## src/rtl/elevator_car_ctrl.sv

```systemverilog
// elevator_car_ctrl
//   Car controller that consumes the latched floor-request vector and moves
//   the car one floor at a time with collective (SCAN) scheduling. When the
//   car reaches a requested floor it opens the door and returns a one-cycle,
//   one-hot clear pulse to the request latch.
//
//   Optional feature macro: ELEVATOR_ESTOP_EN (adds the estop input).
//
// Ports
//   clk        system clock, rising edge
//   reset      asynchronous, active-low reset
//   estop      (ELEVATOR_ESTOP_EN only) freeze timers/departures, mute clr
//   req        pending requests from the latch, bit i = floor i
//   req_flag   "any request" qualifier; low masks req completely
//   clr        one-hot clear pulse back to the latch
//   floor      current car floor
//   dir_up     current/last travel direction (1 = up)
//   moving     high while travelling between floors
//   door_open  high while the door is open
module elevator_car_ctrl #(
  parameter int FLOORS        = 8,
  parameter int TRAVEL_CYCLES = 16,
  parameter int DOOR_CYCLES   = 32
) (
  input  logic                      clk,
  input  logic                      reset,
`ifdef ELEVATOR_ESTOP_EN
  input  logic                      estop,
`endif
  input  logic [FLOORS-1:0]         req,
  input  logic                      req_flag,
  output logic [FLOORS-1:0]         clr,
  output logic [$clog2(FLOORS)-1:0] floor,
  output logic                      dir_up,
  output logic                      moving,
  output logic                      door_open
);

  localparam int FW = $clog2(FLOORS);
  localparam int TW = $clog2(TRAVEL_CYCLES);
  localparam int DW = $clog2(DOOR_CYCLES);

  typedef enum logic [1:0] {IDLE = 2'd0, MOVING = 2'd1, DOOR = 2'd2} state_t;

  state_t            state, state_n;
  logic [FW-1:0]     floor_n, nf;
  logic              dir_n;
  logic [FLOORS-1:0] clr_q, clr_n;
  logic [TW-1:0]     tcnt, tcnt_n;
  logic [DW-1:0]     dcnt, dcnt_n;
  logic [FLOORS-1:0] live;
  logic              here, above, below, at_end, freeze;

`ifdef ELEVATOR_ESTOP_EN
  assign freeze = estop;
`else
  assign freeze = 1'b0;
`endif

  function automatic logic any_above(input logic [FLOORS-1:0] v, input logic [FW-1:0] f);
    logic r;
    r = 1'b0;
    for (int i = 0; i < FLOORS; i++) if (v[i] && (i > int'(f))) r = 1'b1;
    return r;
  endfunction

  function automatic logic any_below(input logic [FLOORS-1:0] v, input logic [FW-1:0] f);
    logic r;
    r = 1'b0;
    for (int i = 0; i < FLOORS; i++) if (v[i] && (i < int'(f))) r = 1'b1;
    return r;
  endfunction

  function automatic logic [FLOORS-1:0] onehot(input logic [FW-1:0] f);
    logic [FLOORS-1:0] r;
    r = '0;
    r[f] = 1'b1;
    return r;
  endfunction

  // req_flag low means the vector may be stale: treat it as empty.
  assign live  = req & {FLOORS{req_flag}};
  assign here  = live[floor];
  assign above = any_above(live, floor);
  assign below = any_below(live, floor);

  always_ff @(posedge clk or negedge reset) begin
    if (!reset) begin
      state  <= IDLE;
      floor  <= '0;
      dir_up <= 1'b1;
      clr_q  <= '0;
      tcnt   <= '0;
      dcnt   <= '0;
    end else begin
      state  <= state_n;
      floor  <= floor_n;
      dir_up <= dir_n;
      clr_q  <= clr_n;
      tcnt   <= tcnt_n;
      dcnt   <= dcnt_n;
    end
  end

  always_comb begin
    state_n = state;
    floor_n = floor;
    dir_n   = dir_up;
    clr_n   = '0;
    tcnt_n  = tcnt;
    dcnt_n  = dcnt;
    nf      = dir_up ? floor + FW'(1) : floor - FW'(1);
    at_end  = dir_up ? (floor == FW'(FLOORS - 1)) : (floor == '0);
    // While frozen everything holds and clr_n stays 0.
    if (!freeze) begin
      unique case (state)
        IDLE: begin
          tcnt_n = '0;
          dcnt_n = '0;
          if (here) begin
            state_n = DOOR;
            clr_n   = onehot(floor);
          end else if (dir_up && above) begin
            state_n = MOVING;
          end else if (!dir_up && below) begin
            state_n = MOVING;
          end else if (above) begin
            state_n = MOVING;
            dir_n   = 1'b1;
          end else if (below) begin
            state_n = MOVING;
            dir_n   = 1'b0;
          end
        end
        MOVING: begin
          if (tcnt == TW'(TRAVEL_CYCLES - 1)) begin
            tcnt_n = '0;
            if (at_end) begin
              // Unreachable in normal operation; keeps floor from wrapping.
              state_n = IDLE;
            end else begin
              // Arrival is judged against the floor we are stepping onto.
              floor_n = nf;
              if (live[nf]) begin
                state_n = DOOR;
                clr_n   = onehot(nf);
                dcnt_n  = '0;
              end else if (!(dir_up ? any_above(live, nf) : any_below(live, nf))) begin
                state_n = IDLE;
              end
            end
          end else begin
            tcnt_n = tcnt + TW'(1);
          end
        end
        DOOR: begin
          // A request for this floor while no clear is in flight is a fresh
          // press (the previous clear has already emptied the latch bit):
          // service it and restart the door timer.
          if (here && (clr_q == '0)) begin
            clr_n  = onehot(floor);
            dcnt_n = '0;
          end else if (dcnt == DW'(DOOR_CYCLES - 1)) begin
            state_n = IDLE;
            dcnt_n  = '0;
          end else begin
            dcnt_n = dcnt + DW'(1);
          end
        end
        default: state_n = IDLE;
      endcase
    end
  end

  assign clr       = clr_q & ~{FLOORS{freeze}};
  assign moving    = (state == MOVING);
  assign door_open = (state == DOOR);

endmodule

```

## config.mk

```make
export PLATFORM = sky130hd
export DESIGN_NAME = elevator_car_ctrl
export DESIGN_NICKNAME = d
export VERILOG_FILES = /design/src/rtl/elevator_car_ctrl.sv
export SDC_FILE = /design/constraint.sdc
export NUM_CORES = 1
export LEC_CHECK = 0
export CORE_MARGIN = 3
export CORE_UTILIZATION = 34
export CTS_CLUSTER_DIAMETER = 80
export CTS_CLUSTER_SIZE = 16
export DETAILED_ROUTE_END_ITERATION = 8
export GPL_TIMING_DRIVEN = 0
export PLACE_DENSITY = 0.57
export SLEW_MARGIN = 10
export SYNTH_ARGS = -nofsm -noshare
export SYNTH_HDL_FRONTEND = slang
export SYNTH_SLANG_ARGS = --single-unit
```

## constraint.sdc

```tcl
create_clock -name clk -period 3.16 [get_ports clk]
set_clock_uncertainty 0.1 [all_clocks]
set_input_delay 0.632 -clock clk [delete_from_list [all_inputs] [get_ports clk]]
set_output_delay 0.632 -clock clk [all_outputs]
set_load 0.02 [all_outputs]
```

; Word level (Yosys, flattened, before mapping)
; Cells that the tools add are included.
[word_totals]
input_bits = 11
register_bits = 23
wordCells = 178
out_inout_bits = 14
[op_classes]
n_mux = 75
n_bitwise = 5
reduce_logical = 44
addsub = 4
eq_ne = 12
n_lt_le_gt_ge = 32
[ops]
columns = operator, count
row1 = two-way mux 1 bit, 44
row2 = two-way mux 8 bit, 5
row3 = logical AND 1 bit, 33
row4 = two-way mux 5 bit, 5
row5 = "> comparator 3 bit, first input constant", 8
row6 = one-hot mux 8 bit (3 select lines), 1
row7 = two-way mux 2 bit, 11
row8 = "< comparator 3 bit, first input constant", 6
row9 = one-hot mux 5 bit (3 select lines), 1
row10 = "> comparator 2 x 3 -> 1 bit, first input constant", 4
row11 = "< comparator 1 x 3 -> 1 bit, first input constant", 4
row12 = "< comparator 2 x 3 -> 1 bit, first input constant", 4
row13 = AND reduction 5 bit, 2
row14 = bitwise AND 8 bit, 1
row15 = logical NOT 8 bit, 1
row16 = "< comparator 3 x 4 -> 1 bit, second input constant", 2
row17 = one-hot mux 4 bit (2 select lines), 1
row18 = binary-select mux 1 bit (select 3 bit), 2
row19 = demux 1 bit (select 3 bit), 2
row20 = ">= comparator 3 x 1 -> 1 bit, second input constant", 2
row21 = "> comparator 1 x 3 -> 1 bit, first input constant", 2
row22 = "inequality test 2 x 1 -> 1 bit, second input constant", 3
row23 = "inequality test 6 bit, second input constant", 1
row24 = one-hot mux 2 bit (3 select lines), 1
row25 = 21 further kinds, 26

; Longest topological paths before layout
[depth]
depth_word = 21
mapped_depth = 11
ltp_nobuf = 8

; Worst setup path before layout
; No wires, ideal clock.
[synth_path]
path_type = register -> register
from = reg floor[0]
to = reg state[0]
setup_time_ns = 0.124
t_required_ns = 2.936
stages_incl_launch_ff = 11
path_buffers = 3
arrival_time_ns = 2.584
period_less_slack_ns = 2.808
setup_slack_ns = 0.352
cell_sequence = dfrtp_1 -> buf_4 -> inv_2 -> clkbuf_1 -> ha_1 -> buf_2 -> xor2_1 -> a211oi_1 -> nor4_1 -> or3_1 -> a211o_1
[synth_between]
elab_chain_len = 18
elab_cells_between_ends = 118
classes_between = add/sub (2) / order compare (28) / eq/ne (4) / mux (51) / reduce/logical (33)
[synth_rtl]
columns = element, line_no
row1 = from (decl), 33  ; output logic [$clog2(FLOORS)-1:0] floor,
row2 = from (signal assigned), 97  ; floor <= floor_n;
row3 = subtractor 3 x 1 -> 3 bit or adder 3 x 1 -> 3 bit (tied branches), 112  ; nf = dir_up ? floor + FW'(1) : floor - FW'(1);
row4 = two-way mux 3 bit, 112
row5 = < comparator 1 x 3 -> 1 bit or > comparator 1 x 3 -> 1 bit (tied branches), "70, 63"
row6 = "logical AND 1 bit, on equally long branches", "70, 63"
row7 = "two-way mux 1 bit, on equally long branches (7 in a row)", "70, 63"
row8 = two-way mux 1 bit, 144  ; if (live[nf]) begin
row9 = two-way mux 1 bit, 138  ; if (at_end) begin
row10 = two-way mux 1 bit, 136  ; if (tcnt == TW'(TRAVEL_CYCLES - 1)) begin
row11 = two-way mux 1 bit, 116  ; unique case (state)
row12 = two-way mux 1 bit, 148  ; end else if (!(dir_up ? any_above(live, nf) : any_below(live, nf))) begin
row13 = inequality test 4 bit (no line), -
row14 = AND reduction 5 bit (no line), -
row15 = to (signal assigned), 96  ; state <= state_n;
row16 = to (decl), 45  ; state_t state, state_n;
; Parallel ways exist; a longest one is shown, timed or not. The select of a mux whose other input is x is not followed.
; A chain may end at the register's enable or synchronous reset.

; Worst setup path in the final report
[layout_path]
from = reg floor[0]
to = reg clr_q[4] (netlist: clr[4])
[layout_between]
elab_chain_len = 10
elab_cells_between_ends = 27
classes_between = add/sub (2) / order compare (4) / eq/ne (1) / mux (16) / reduce/logical (4)
[layout_rtl]
columns = element, line_no
row1 = subtractor 3 x 1 -> 3 bit or adder 3 x 1 -> 3 bit (tied branches), 112
row2 = two-way mux 3 bit, 112
row3 = < comparator 3 x 4 -> 1 bit (not written as such) or >= comparator 3 x 1 -> 1 bit (tied branches), 77  ; r[f] = 1'b1;
row4 = logical AND 1 bit (not written as such), 77
row5 = two-way mux 1 bit (not written as such), 77
row6 = demux 1 bit (select 3 bit), 77
row7 = two-way mux 8 bit, 144
row8 = two-way mux 8 bit, 138
row9 = two-way mux 8 bit, 136
row10 = one-hot mux 8 bit (3 select lines) *, 116
row11 = named net clr_n[4], 48  ; logic [FLOORS-1:0] clr_q, clr_n;
row12 = to (signal assigned), 99  ; clr_q <= clr_n;
row13 = to (decl), 48
; Mark *: on every way through the listed nets, which the timed path passes. The rest lies on a longest branch. The select of a mux whose other input is x is not followed.

==> out/metrics.csv <==
stage,metric,value,unit
run_status,status,finished clean,
final_layout,Register Area,577,sq um
floorplan,Initial Utilization,0.368,
logic_synthesis,post-synthesis cell count,201,
logic_synthesis,Post-Syn Area,0.00182,sq mm
floorplan,Die W,79.2,microns
place,port bufs,23,
clock_network,Num CTS Buffers,3,
logic_synthesis,Syn Area/Cell,9.05,sq um
logic_synthesis,main flop type after synthesis,dfrtp_1,
power,Worst VDD drop,0.218,mV
global_routing,largest net degree at the start of global routing,24,
run,Max-Cap Viols,0,
clock_network,Root Buffer,clkbuf_8,
worst_setup_path,Worst Path Buf+Inv,4,
worst_setup_path,R2R Path End,clr[4],
global_routing,Global Route Usage Sum,0.155,
worst_setup_path,Worst EP required,3210,ps
detailed_routing,starting DRC count in detailed routing,34,
global_routing,first-pass GRT wire length,7790,microns
final_layout,"commonest non-fill, non-tap cell in the layout",clkdlybuf4s50_1,
logic_synthesis,synth unique cells,58,
global_routing,initial antenna violation count,0,
clock_network,CTS tree,yes,
worst_setup_path,CP max-delay cell,dfrtp_1,
sta,TNS Setup,0,ps
final_layout,fin nets,249,
worst_setup_path,Worst Setup Start Kind,flip-flop,
clock_network,CTS Hold Buffers Added,0,
logic_synthesis,synthesized net count,221,
worst_setup_path,Critical path origin,floor[0],
detailed_routing,# DRC,0,
floorplan,I/O pins,25,
logic_synthesis,area share of the largest cell type after synthesis,0.303,
final_layout,most frequent cells in the layout,"clkdlybuf4s50_1, nand2_1, dfrtp_1",
worst_setup_path,Reg2Reg Depth,11,
logic_synthesis,Yosys reg bits,23,
worst_setup_path,critical-path cell list,buf_4 -> inv_2 -> clkbuf_2 -> ha_1 -> buf_2 -> xnor2_1 -> mux4_2 -> nand3_1 -> nand2_1 -> nand3_2 -> o32ai_1,
floorplan,Die H,79.2,microns
logic_synthesis,"Seq/Total Area, Yosys",0.317,
min_path,hold path startpoint,dcnt[4],
sta,RSZ-0062 raised after global routing,false,
global_routing,Overflow after GRT,0,
clock_network,H-tree depth,1,
worst_setup_path,R2R Path Start,floor[0],
clock_network,"Reg clk slew, reported paths",80,ps
logic_synthesis,asr flop ratio synth,1.00,
worst_setup_path,R2R setup slack,250,ps
worst_setup_path,Slowest Stage Delay on Critical Path,430,ps
final_layout,antenna cells,0,
detailed_routing,via count,1637,
place,placed cells,291,
floorplan,die area,0.00626,sq mm
min_path,Hold Path End,dcnt[4],
logic_synthesis,"EDFF count, synth",0,
detailed_routing,WL final,4550,microns
sta,measured slew at the worst slew-check pin,1060,ps
place,GP Congestion,0.882,
sta,Final Max Tran Viols,0,
final_layout,Finished Layout Cells,295,
detailed_routing,via/cell ratio,5.55,
sta,fin crit period,2910,ps
detailed_routing,WL/cell,15.4,microns
worst_setup_path,Worst Path Arrival,2960,ps
worst_setup_path,critical-path maximum fanout,12,
worst_setup_path,"Largest delay share family, worst path",buffers and inverters,
floorplan,core region area,0.00494,sq mm
sta,Final Hold Vio Count,0,
sta,Slew HR,0.289,
place,post-DP HPWL,3440,microns
clock_network,Clock Sinks,23,
final_layout,filler instances,523,
sta,Final setup viols,0,
floorplan,num rows,25,
worst_setup_path,Levels on crit path,11,
final_layout,area occupied by multi-input gates,0.00112,sq mm
final_layout,layout cells sized above 1,0.127,
min_path,worst hold stages,1,
worst_setup_path,critical path class,flip-flop to flip-flop,
power,leakage,0.885,nW
power,total power,0.00121,W
logic_synthesis,Syn. warnings,0,
global_routing,vias in the first global route,1592,
clock_network,CTS max path bufs,2,
worst_setup_path,Critical Path End Type,flip-flop,
min_path,worst min path class,flip-flop to flip-flop,
detailed_routing,post-route antenna net violation count,0,
sta,period utilization,0.922,
sta,Fin Hold WS,419,ps
detailed_routing,drt pass-1 iters,4,
sta,Max Freq,343,MHz
logic_synthesis,synth top area cells,"dfrtp_1, ha_1, nand2_1",
final_layout,Area Growth Syn to Fin,19.8,%
logic_synthesis,"area leader, netlist",dfrtp_1,
power,PD cells,557,mW/mm^2
clock_network,Clock Latency Late Sink,260,ps
worst max path at each step:
stage | end | slack (ps)
6_report | clr[4] | 250
4_1_cts | clr[4] | 10
3_3_place_gp | state[0] | 30
2_1_floorplan | state[0] | 350
3_5_place_dp | state[0] | 50
5_1_grt | clr[4] | 20
cell type report:
class | count | share of cell area
inverters | 9 | 0.0155
plain buffers | 14 | 0.0402
multi-input cells | 155 | 0.515
clock buffers | 4 | 0.0207
well taps | 67 | 0.0385
repair buffers | 23 | 0.106
flip-flops and latches | 23 | 0.265
power breakdown:
part | leakage, nW | total (W) | switching (W) | internal [W]
Sequential | 0.309 | 0.000386 | 0.0000392 | 0.000346
Combinational | 0.553 | 0.000650 | 0.000374 | 0.000277
Clock | 0.0228 | 0.000178 | 0.0000878 | 0.0000898
per-stage QoR:
step                utilization  cell area (sq um)  worst slack, ps
detailed placement        0.432               2130             48.9
global placement          0.432               2130             28.5
global route              0.441               2180             24.3
CTS                       0.441               2180             12.7
finish                    0.441               2180              247
floorplan                     -               1820              352
layer usage:
metal	routed length (microns)	GRT usage
met4	94	0.0447
met3	211	0.0374
met1	2170	0.213
met5	0	0
met2	2070	0.240
repair_timing:
action                                  CTS  global route
buffers inserted                          0             0
endpoints found under the setup margin    0            15
resized for setup                         0             2
flip-flops by register name, indices dropped and copies added, names as in the netlist:
signal,cells
dir_up,1
floor,3
clr,8
tcnt,4
state,2
dcnt,5
cells by family (layout without fill, tap and decap cells):
family | after synthesis | count (layout) | share of synthesized area
xor gates and xnor gates | 5 | 5 | 0.0344
muxes | 9 | 9 | 0.0715
and+or+nand+nor | 67 | 67 | 0.188
AOI/OAI and AO/OA | 65 | 65 | 0.261
adders and majority gates | 9 | 9 | 0.0619
DFF | 23 | 23 | 0.317
buffers and inverters | 23 | 50 | 0.0660
synthesized netlist by cell type (2+ instances only):
cell      instances
nor2b_1           4
or2_2             2
o41ai_1           3
buf_6             3
nand2_1          22
o22ai_1           2
nand3_1           5
and3_1            3
a31oi_1           3
inv_1             8
buf_4             2
xnor2_1           3
a22o_1            5
ha_1              9
buf_2             3
o21ai_0          13
mux2i_1           4
a221oi_1          2
a21oi_1          11
o31ai_1           4
mux2_2            2
nor2_1           10
dfrtp_1          22
or3_1             4
clkbuf_1          6
a211oi_1          2
nor3_1            2
nor4_1            4
mux4_2            2
nand2b_1          5
o32ai_1           3
o22ai_2           2
Note: power is estimated with default switching activity, not from simulation.
